===== src/rtl/in_ep_fifo_pkg.sv =====
// Shared definitions for the multi-packet IN endpoint buffer.
//   state_e : transaction state (idle between IN tokens / sourcing data)
//   clog2   : ceiling log2, used to size pointers and the packet counter
package in_ep_fifo_pkg;

  typedef enum logic {
    ST_IDLE = 1'b0,
    ST_DATA = 1'b1
  } state_e;

  function automatic int clog2(input int value);
    int r;
    r = 0;
    for (int i = 0; i < 31; i++) begin
      if ((1 << i) < value) r = i + 1;
    end
    return r;
  endfunction

endpackage


===== src/rtl/in_ep_ram.sv =====
// Simple dual-port byte RAM backing the IN endpoint buffer.
//   clk_i   : clock
//   we_i    : write enable
//   waddr_i : write address
//   wdata_i : write byte
//   raddr_i : read address
//   rdata_o : read byte, combinational (distributed RAM, no reset)
module in_ep_ram #(
  parameter int DEPTH = 32,
  parameter int AW    = 5
) (
  input  logic          clk_i,
  input  logic          we_i,
  input  logic [AW-1:0] waddr_i,
  input  logic [7:0]    wdata_i,
  input  logic [AW-1:0] raddr_i,
  output logic [7:0]    rdata_o
);

  logic [7:0] mem [DEPTH];

  always_ff @(posedge clk_i) begin
    if (we_i) mem[waddr_i] <= wdata_i;
  end

  assign rdata_o = mem[raddr_i];

endmodule


===== src/rtl/in_ep_fifo.sv =====
// Multi-packet IN Bulk endpoint buffer between the application and the SIE.
// The application pushes bytes; the SIE pulls at most IN_MAXPACKETSIZE bytes
// per IN transaction through a speculative read pointer. Space is released
// only when the host ACKs, otherwise the next IN token replays the packet.
//   clk_i, rstn_i        : clock, asynchronous active-low reset
//   usb_reset_i          : synchronous clear (bus reset)
//   app_in_data_i/valid_i/ready_o : application byte stream in
//   app_in_afull_o       : free space <= ALMOST_FULL_MARGIN
//   in_level_o/empty_o/full_o : committed occupancy and flags
//   in_data_o/valid_o    : byte stream to the SIE
//   in_req_i             : high for the duration of an IN transaction
//   in_ready_i           : SIE consume strobe
//   in_data_ack_i        : host ACKed the last packet
module in_ep_fifo
  import in_ep_fifo_pkg::*;
#(
  parameter int IN_MAXPACKETSIZE   = 8,
  parameter int BUFFER_DEPTH       = 32,
  parameter int ALMOST_FULL_MARGIN = 4,
  localparam int AW = clog2(BUFFER_DEPTH)
) (
  input  logic        clk_i,
  input  logic        rstn_i,
  input  logic        usb_reset_i,
  input  logic [7:0]  app_in_data_i,
  input  logic        app_in_valid_i,
  output logic        app_in_ready_o,
  output logic        app_in_afull_o,
  output logic [AW:0] in_level_o,
  output logic        in_empty_o,
  output logic        in_full_o,
  output logic [7:0]  in_data_o,
  output logic        in_valid_o,
  input  logic        in_req_i,
  input  logic        in_ready_i,
  input  logic        in_data_ack_i
);

  localparam int PW = clog2(IN_MAXPACKETSIZE) + 1;

  state_e        state_q, state_d;
  logic [AW:0]   wr_q, wr_d;
  logic [AW:0]   rd_q, rd_d;
  logic [AW:0]   sp_q, sp_d;
  logic [PW-1:0] pkt_cnt_q, pkt_cnt_d;
  logic          req_prev_q, req_prev_d;

  logic [AW:0]   level;
  logic [AW:0]   free_space;
  logic          full;
  logic          wr_en;
  logic          rd_fire;
  logic          req_rise;

  // The wrap bit makes wr - rd the true occupancy even when the low bits match.
  assign level      = wr_q - rd_q;
  assign free_space = (AW+1)'(BUFFER_DEPTH) - level;
  assign full       = (level == (AW+1)'(BUFFER_DEPTH));
  assign wr_en      = app_in_valid_i & ~full;
  assign req_rise   = in_req_i & ~req_prev_q;

  assign in_valid_o = (state_q == ST_DATA) && (sp_q != wr_q) &&
                      (pkt_cnt_q < PW'(IN_MAXPACKETSIZE));
  assign rd_fire    = in_valid_o & in_ready_i;

  assign app_in_ready_o = ~full;
  assign app_in_afull_o = (free_space <= (AW+1)'(ALMOST_FULL_MARGIN));
  assign in_level_o     = level;
  assign in_empty_o     = (level == '0);
  assign in_full_o      = full;

  always_comb begin
    state_d    = state_q;
    wr_d       = wr_q + (AW+1)'(wr_en);
    // ACK commits everything read so far, regardless of state.
    rd_d       = in_data_ack_i ? sp_q : rd_q;
    sp_d       = sp_q;
    pkt_cnt_d  = pkt_cnt_q;
    req_prev_d = in_req_i;

    case (state_q)
      ST_IDLE: begin
        if (req_rise) begin
          // Rewind onto the post-ACK commit point so an ACK arriving with the
          // token is honoured before the replay decision.
          sp_d      = rd_d;
          pkt_cnt_d = '0;
          state_d   = ST_DATA;
        end
      end
      ST_DATA: begin
        if (rd_fire) begin
          sp_d      = sp_q + (AW+1)'(1);
          pkt_cnt_d = pkt_cnt_q + PW'(1);
        end
        if (!in_req_i) state_d = ST_IDLE;
      end
      default: state_d = ST_IDLE;
    endcase

    if (usb_reset_i) begin
      state_d   = ST_IDLE;
      wr_d      = '0;
      rd_d      = '0;
      sp_d      = '0;
      pkt_cnt_d = '0;
    end
  end

  always_ff @(posedge clk_i or negedge rstn_i) begin
    if (!rstn_i) begin
      state_q    <= ST_IDLE;
      wr_q       <= '0;
      rd_q       <= '0;
      sp_q       <= '0;
      pkt_cnt_q  <= '0;
      req_prev_q <= 1'b0;
    end else begin
      state_q    <= state_d;
      wr_q       <= wr_d;
      rd_q       <= rd_d;
      sp_q       <= sp_d;
      pkt_cnt_q  <= pkt_cnt_d;
      req_prev_q <= req_prev_d;
    end
  end

  in_ep_ram #(
    .DEPTH (BUFFER_DEPTH),
    .AW    (AW)
  ) u_ram (
    .clk_i   (clk_i),
    .we_i    (wr_en),
    .waddr_i (wr_q[AW-1:0]),
    .wdata_i (app_in_data_i),
    .raddr_i (sp_q[AW-1:0]),
    .rdata_o (in_data_o)
  );

endmodule


===== config.mk =====
export PLATFORM = sky130hd
export DESIGN_NAME = in_ep_fifo
export DESIGN_NICKNAME = d
export VERILOG_FILES = /design/src/rtl/in_ep_fifo_pkg.sv /design/src/rtl/in_ep_ram.sv /design/src/rtl/in_ep_fifo.sv
export SDC_FILE = /design/constraint.sdc
export NUM_CORES = 1
export LEC_CHECK = 0
export BUFFER_PORTS_ARGS = -buffer_cell sky130_fd_sc_hd__buf_4
export CAP_MARGIN = 20
export CELL_PAD_IN_SITES_DETAIL_PLACEMENT = 0
export CELL_PAD_IN_SITES_GLOBAL_PLACEMENT = 1
export CORE_MARGIN = 2
export CORE_UTILIZATION = 49
export DETAILED_ROUTE_END_ITERATION = 10
export PLACE_DENSITY_LB_ADDON = 0.1
export SLEW_MARGIN = 20
export SYNTH_ARGS = -nofsm -noshare
export SYNTH_HDL_FRONTEND = slang
export SYNTH_HIERARCHICAL = 1
export SYNTH_SLANG_ARGS = --single-unit

===== constraint.sdc =====
create_clock -name clk_i -period 3.08 [get_ports clk_i]
set_input_delay 0.154 -clock clk_i [delete_from_list [all_inputs] [get_ports clk_i]]
set_output_delay 0.154 -clock clk_i [all_outputs]
set_load 0.05 [all_outputs]

Word-level counts from Yosys, hierarchy flattened
Memories as Yosys holds them, arrays and structs flattened.
Cells that the tools add are included.
{"block": "totals", "regBits": 24, "mem_bits_rw": 256, "inputBits": 15, "word_cells": 45, "n_memories": 1}
{"name": "u_ram.mem", "depth": 32, "word_bits": 8, "read_ports": 1, "rd_clocked_by_memory_dff": 0, "write_ports": 1, "line": "in_ep_ram.sv:20", "text": "logic [7:0] mem [DEPTH];"}
{"block": "classes", "n_addsub": 5, "n_lt_le_gt_ge": 2, "eq_ne": 4, "n_mux": 17, "n_bitwise": 6, "n_reduce_logical": 4}
{"operator": "$mux W6", "count": 6}
{"operator": "$mux W4", "count": 3}
{"operator": "$pmux W6 S2", "count": 1}
{"operator": "$pmux W4 S2", "count": 1}
{"operator": "$add A6 B1 Y6", "count": 1}
{"operator": "$add A6 B1 Y6 const B", "count": 1}
{"operator": "$eq A6 B6 Y1 const B", "count": 1}
{"operator": "$le A6 B3 Y1 const B", "count": 1}
{"operator": "$logic_not A6 Y1", "count": 1}
{"operator": "$ne A6 B6 Y1", "count": 1}
{"operator": "$sub A6 B6 Y6", "count": 1}
{"operator": "$sub A6 B6 Y6 const A", "count": 1}
{"operator": "$mux W1", "count": 5}
{"operator": "$add A4 B1 Y4 const B", "count": 1}
{"operator": "$lt A4 B4 Y1 const B", "count": 1}
{"operator": "$and A1 B1 Y1", "count": 3}
{"operator": "$ne A3 B2 Y1 const B", "count": 1}
{"operator": "$ne A3 B3 Y1 const B", "count": 1}
{"operator": "$not A1 Y1", "count": 3}
{"operator": "$logic_and A1 B1 Y1", "count": 2}
{"operator": "$pmux W1 S2", "count": 1}
{"operator": "$reduce_and A2 Y1", "count": 1}

Longest topological paths before layout
{"block": "depth", "word_depth": 7, "depth_mapped": 14}

Hierarchy
The synthesis kept the hierarchy.
{"mod": "in_ep_ram", "instances": 1, "cells_each": 409, "area_per_inst_um2": 9893.2}
{"mod": "in_ep_fifo", "instances": 1, "cells_each": 161, "area_per_inst_um2": 1490.2}

Worst setup path before layout
OpenSTA, ideal clock, no wires.
{"block": "synth_timing", "kind": "reg2reg", "startpoint": "reg wr_q[0]", "endpoint": "mem u_ram.mem[28][0] (enable)", "setup_ps": 370, "t_arrival_ps": 3970, "required_time_ps": 2710, "slack_ps": -1260, "path_stages_with_launch": 13, "path_buffers": 1, "period_less_slack_ps": 4340, "path_cell_list": "dfrtp_1 inv_1 ha_1 fa_1 inv_1 a21o_1 a21oi_1 xnor2_1 nor4b_4 nor2b_1 or3b_2 clkbuf_1 nor2_1"}
{"block": "synth_between", "elab_chain_len": 6}
{"item": "start: declaration", "line": "in_ep_fifo.sv:42", "text": "logic [AW:0] wr_q, wr_d;"}
{"item": "start signal: assignment", "line": "in_ep_fifo.sv:120", "text": "wr_q <= wr_d;"}
{"item": "$sub A6 B6 Y6", "line": "in_ep_fifo.sv:56", "text": "assign level = wr_q - rd_q;"}
{"item": "via in_level_o[4]", "line": "in_ep_fifo.sv:29", "text": "output logic [AW:0] in_level_o,"}
{"item": "$eq A6 B6 Y1", "line": "in_ep_fifo.sv:58", "text": "assign full = (level == (AW+1)'(BUFFER_DEPTH));"}
{"item": "via in_full_o", "line": "in_ep_fifo.sv:31", "text": "output logic in_full_o,"}
{"item": "$not A1 Y1", "line": "in_ep_fifo.sv:59", "text": "assign wr_en = app_in_valid_i & ~full;"}
{"item": "$and A1 B1 Y1", "line": "in_ep_fifo.sv:59"}
{"item": "via wr_en", "line": "in_ep_fifo.sv:51", "text": "logic wr_en;"}
{"item": "$mux W1", "line": "in_ep_ram.sv:23", "text": "if (we_i) mem[waddr_i] <= wdata_i;"}
{"item": "$mux W1 (not written as such)", "line": "in_ep_ram.sv:23"}
{"item": "end: declaration", "line": "in_ep_ram.sv:20"}
The timed path passes the listed nets, and every way through them passes these cells.

Final worst setup path
{"block": "layout_timing", "startpoint": "reg sp_q[0]", "endpoint": "out in_data_o[7]"}
{"block": "layout_between", "elab_chain_len": 1}
{"item": "start: declaration", "line": "in_ep_fifo.sv:44", "text": "logic [AW:0] sp_q, sp_d;"}
{"item": "start signal: assignment", "line": "in_ep_fifo.sv:122", "text": "sp_q <= sp_d;"}
{"item": "$mem_v2 Z32 W8"}
{"item": "end: declaration", "line": "in_ep_fifo.sv:32", "text": "output logic [7:0] in_data_o,"}
Every way passes these cells.

==> flow_summary.json <==
{
  "synth_top_cells_by_area": "edfxtp_1 68%, mux4_2 16%, dfrtp_1 5.3%, nor2_1 1.5%, ha_1 0.99%",
  "cts_buffer_depth": 3,
  "tightest_slew_ns": 0.528,
  "p_leak_nw": 4.37,
  "layout_common_cells": "256 x edfxtp_1, 80 x mux4_2, 57 x buf_4",
  "wl_met3_um": 1380,
  "r2r-end": "u_ram/mem[0][1]",
  "clk_latency_ns": 0.53,
  "die_x_um": 156,
  "async_reset_ff_share_pct": 8.57,
  "synth_flop_cell": "edfxtp_1",
  "dp_cells": 889,
  "setup_viol": 0,
  "layout_commonest_cell": "edfxtp_1",
  "ys_seq_area_share_pct": 72.8,
  "fin_setup_tns_ns": 0,
  "netlist_area_sq_mm": 0.0114,
  "hold_ws_ns": 0.0226,
  "reg2reg_slack_ns": 0.05,
  "final_cells": 952,
  "rsz0062_at_grt": "true",
  "root_buffer": "clkbuf_16",
  "dp_hpwl_um": 15300,
  "die_h_um": 156,
  "crit_path_start_kind": "flip-flop",
  "critPathMaxFanout": 5,
  "start_util_pct": 50.1,
  "drc_errors": 0,
  "cts_tree": "yes",
  "vdd_drop_max_mv": 0.512,
  "fin_nets": 671,
  "core-area_sq_mm": 0.0227,
  "std_cell_rows": 55,
  "cp_num_buf_inv": 3,
  "slowest_delay_ns": 0.57,
  "pin_count": 34,
  "n_antenna_cell": 0,
  "grt_max_degree": 49,
  "required_ns": 2.93,
  "ys_ff_latch": 280,
  "gp_congestion": 0.775,
  "hold_class": "in -> reg",
  "htree_levels": 1,
  "synth_nets": 595,
  "slew_viol_final": 0,
  "ys_warn_count": 6,
  "cp.arrival_ns": 2.88,
  "synth_cells": 570,
  "die_area_sq_mm": 0.0245,
  "wire_per_inst_um": 25.4,
  "yosys.area.top_type_share_pct": 67.5,
  "top_layer": "met4",
  "vias": 5683,
  "fin_util_pct": 59.5,
  "drt-met1-wl_um": 10500,
  "hold_viol_final": 0,
  "grt_pass1_vias": 5924,
  "worst_hold_path.endpoint": "rd_q[5]",
  "viasPerCell": 5.97,
  "p_per_area_mw_per_mm2": 691,
  "synth_cell_types": 45,
  "power_w": 0.00934,
  "cp_slowest_cell": "mux4_2",
  "finClkSkew_ns": 0.00876,
  "track_usage_pct": 20.7,
  "yosysTopAreaCell": "edfxtp_1",
  "firstDrtPassIters": 4,
  "synth_edf_count": 256,
  "status": "complete, no violations",
  "routed_wirelength_um": 24200,
  "path_cells": "buf_4 > buf_6 > mux4_2 > mux4_2 > mux2_2 > buf_4",
  "cts-buffers-inserted": 28,
  "clk_pin_slew_worst_paths_ns": 0.06,
  "portBuffers": 33,
  "rr_worst_depth": 13,
  "finalCritPeriodShare_pct": 98.5,
  "hold_start": "in_data_ack_i",
  "drive_gt1_share_pct": 39.6,
  "drtAntennaViolNets": 0,
  "postSynthAreaPerCell_sq_um": 20.0,
  "slew_headroom_pct": 64.8,
  "endpoint_kind": "output pin",
  "criticalPathCategory": "reg -> out",
  "drt_iter0_markers": 347,
  "hold-path-cell-count": 3,
  "cts.sinks": 280,
  "critPathTopFamily": "multiplexers",
  "fmax_mhz": 330,
  "overflow": 0,
  "max-cap-violations": 0,
  "antenna_found_initial": 0,
  "area_growth_pct": 18.7,
  "min_period_ns": 3.03,
  "r2r_start": "wr_q[0]",
  "grt_pass1_wl_um": 37000,
  "wl_met2_um": 11900
}
## metal layers
layer	vias up	track usage, %
li1	2486	-
met1	2984	30.1
met2	184	33.8
met3	29	3.10
met4	0	4.63
met5	-	0
## timing repair
action	CTS	global route
pin swaps	2	4
hold buffers	3	0
hold endpoints to repair	38	0
setup endpoints to repair	242	221
cloned	1	0
setup buffers	6	2
resized for setup	12	24
## through the flow
step                      setup slack (ns)  instance area [sq um]
after floorplan                     -0.536                  11600
after global placement             -0.0340                  12300
after detailed placement            -0.120                  12300
after CTS                         -0.00282                  13400
after global routing                -0.111                  13500
final                               0.0462                  13500
## layout make-up
cell class,count,area (sq um)
clock buffer,33,741
clock inverter,18,248
fill,1651,9200
inverter,14,52.6
multi-input combinational,251,3170
sequential,280,8300
tap,285,357
timing repair buffer,71,651
## power by group
| group | total (W) | internal [W] | switching [W] |
|---|---|---|---|
| clock network | 0.00358 | 0.00222 | 0.00136 |
| registers | 0.00425 | 0.00422 | 0.0000313 |
| logic | 0.00151 | 0.000621 | 0.000890 |
## sequential cells by signal, indices dropped and copies added (netlist names)
name and flops:
rd_q 6, pkt_cnt_q 4, wr_q 6, req_prev_q 1
u_ram/mem 256, sp_q 6, state_q 1
## how the worst max path moves through the flow
stage	end	slack, ns	start	depth (start not counted)
after global routing	u_ram/mem[0][5]	-0.11	wr_q[0]	13
after detailed placement	u_ram/mem[3][1]	-0.12	wr_q[0]	12
after global placement	u_ram/mem[0][2]	-0.03	wr_q[0]	12
after CTS	app_in_afull_o	-0.003	wr_q[0]	9
after floorplan	wr_q[4]	-0.54	wr_q[2]	11
final	in_data_o[7]	0.05	sp_q[0]	6
## cells by family after synthesis
logic type | share of synthesized area (%)
adders and majority gates | 1.17
xor gates and xnor gates | 1.08
and+or+nand+nor | 4.46
DFF | 72.8
AOI/OAI and AO/OA | 1.76
muxes | 17.1
buffers and inverters | 1.58
## worst reg2reg max path: stages (launching register included)
cell and delay [ns]:
dfrtp_1 0.37, inv_1 0.06, ha_2 0.19, fa_2 0.22, inv_2 0.03, a21o_1 0.19
a21oi_4 0.18, xnor2_4 0.15, nor4b_4 0.07, buf_4 0.15, nor2b_4 0.17, buf_6 0.12
or3b_4 0.51, nor2_4 0.30
## Yosys cell counts, types with 2 or more instances
master / instances
edfxtp_1: 256
o22ai_1: 3
a21o_1: 2
xnor2_1: 9
nor3_1: 6
nand2b_1: 2
buf_1: 6
nand2_1: 12
clkbuf_1: 9
nor2_1: 47
mux4_2: 80
nor2b_1: 4
xor2_1: 5
or3b_2: 3
a21oi_1: 8
buf_4: 6
mux2_2: 8
dfrtp_1: 24
or3_1: 2
o21ai_0: 9
buf_2: 3
o21a_1: 3
ha_1: 9
inv_1: 14
nand3b_1: 6
mux2i_1: 6
nand3_1: 10
Power figures use the tool's default switching activity.
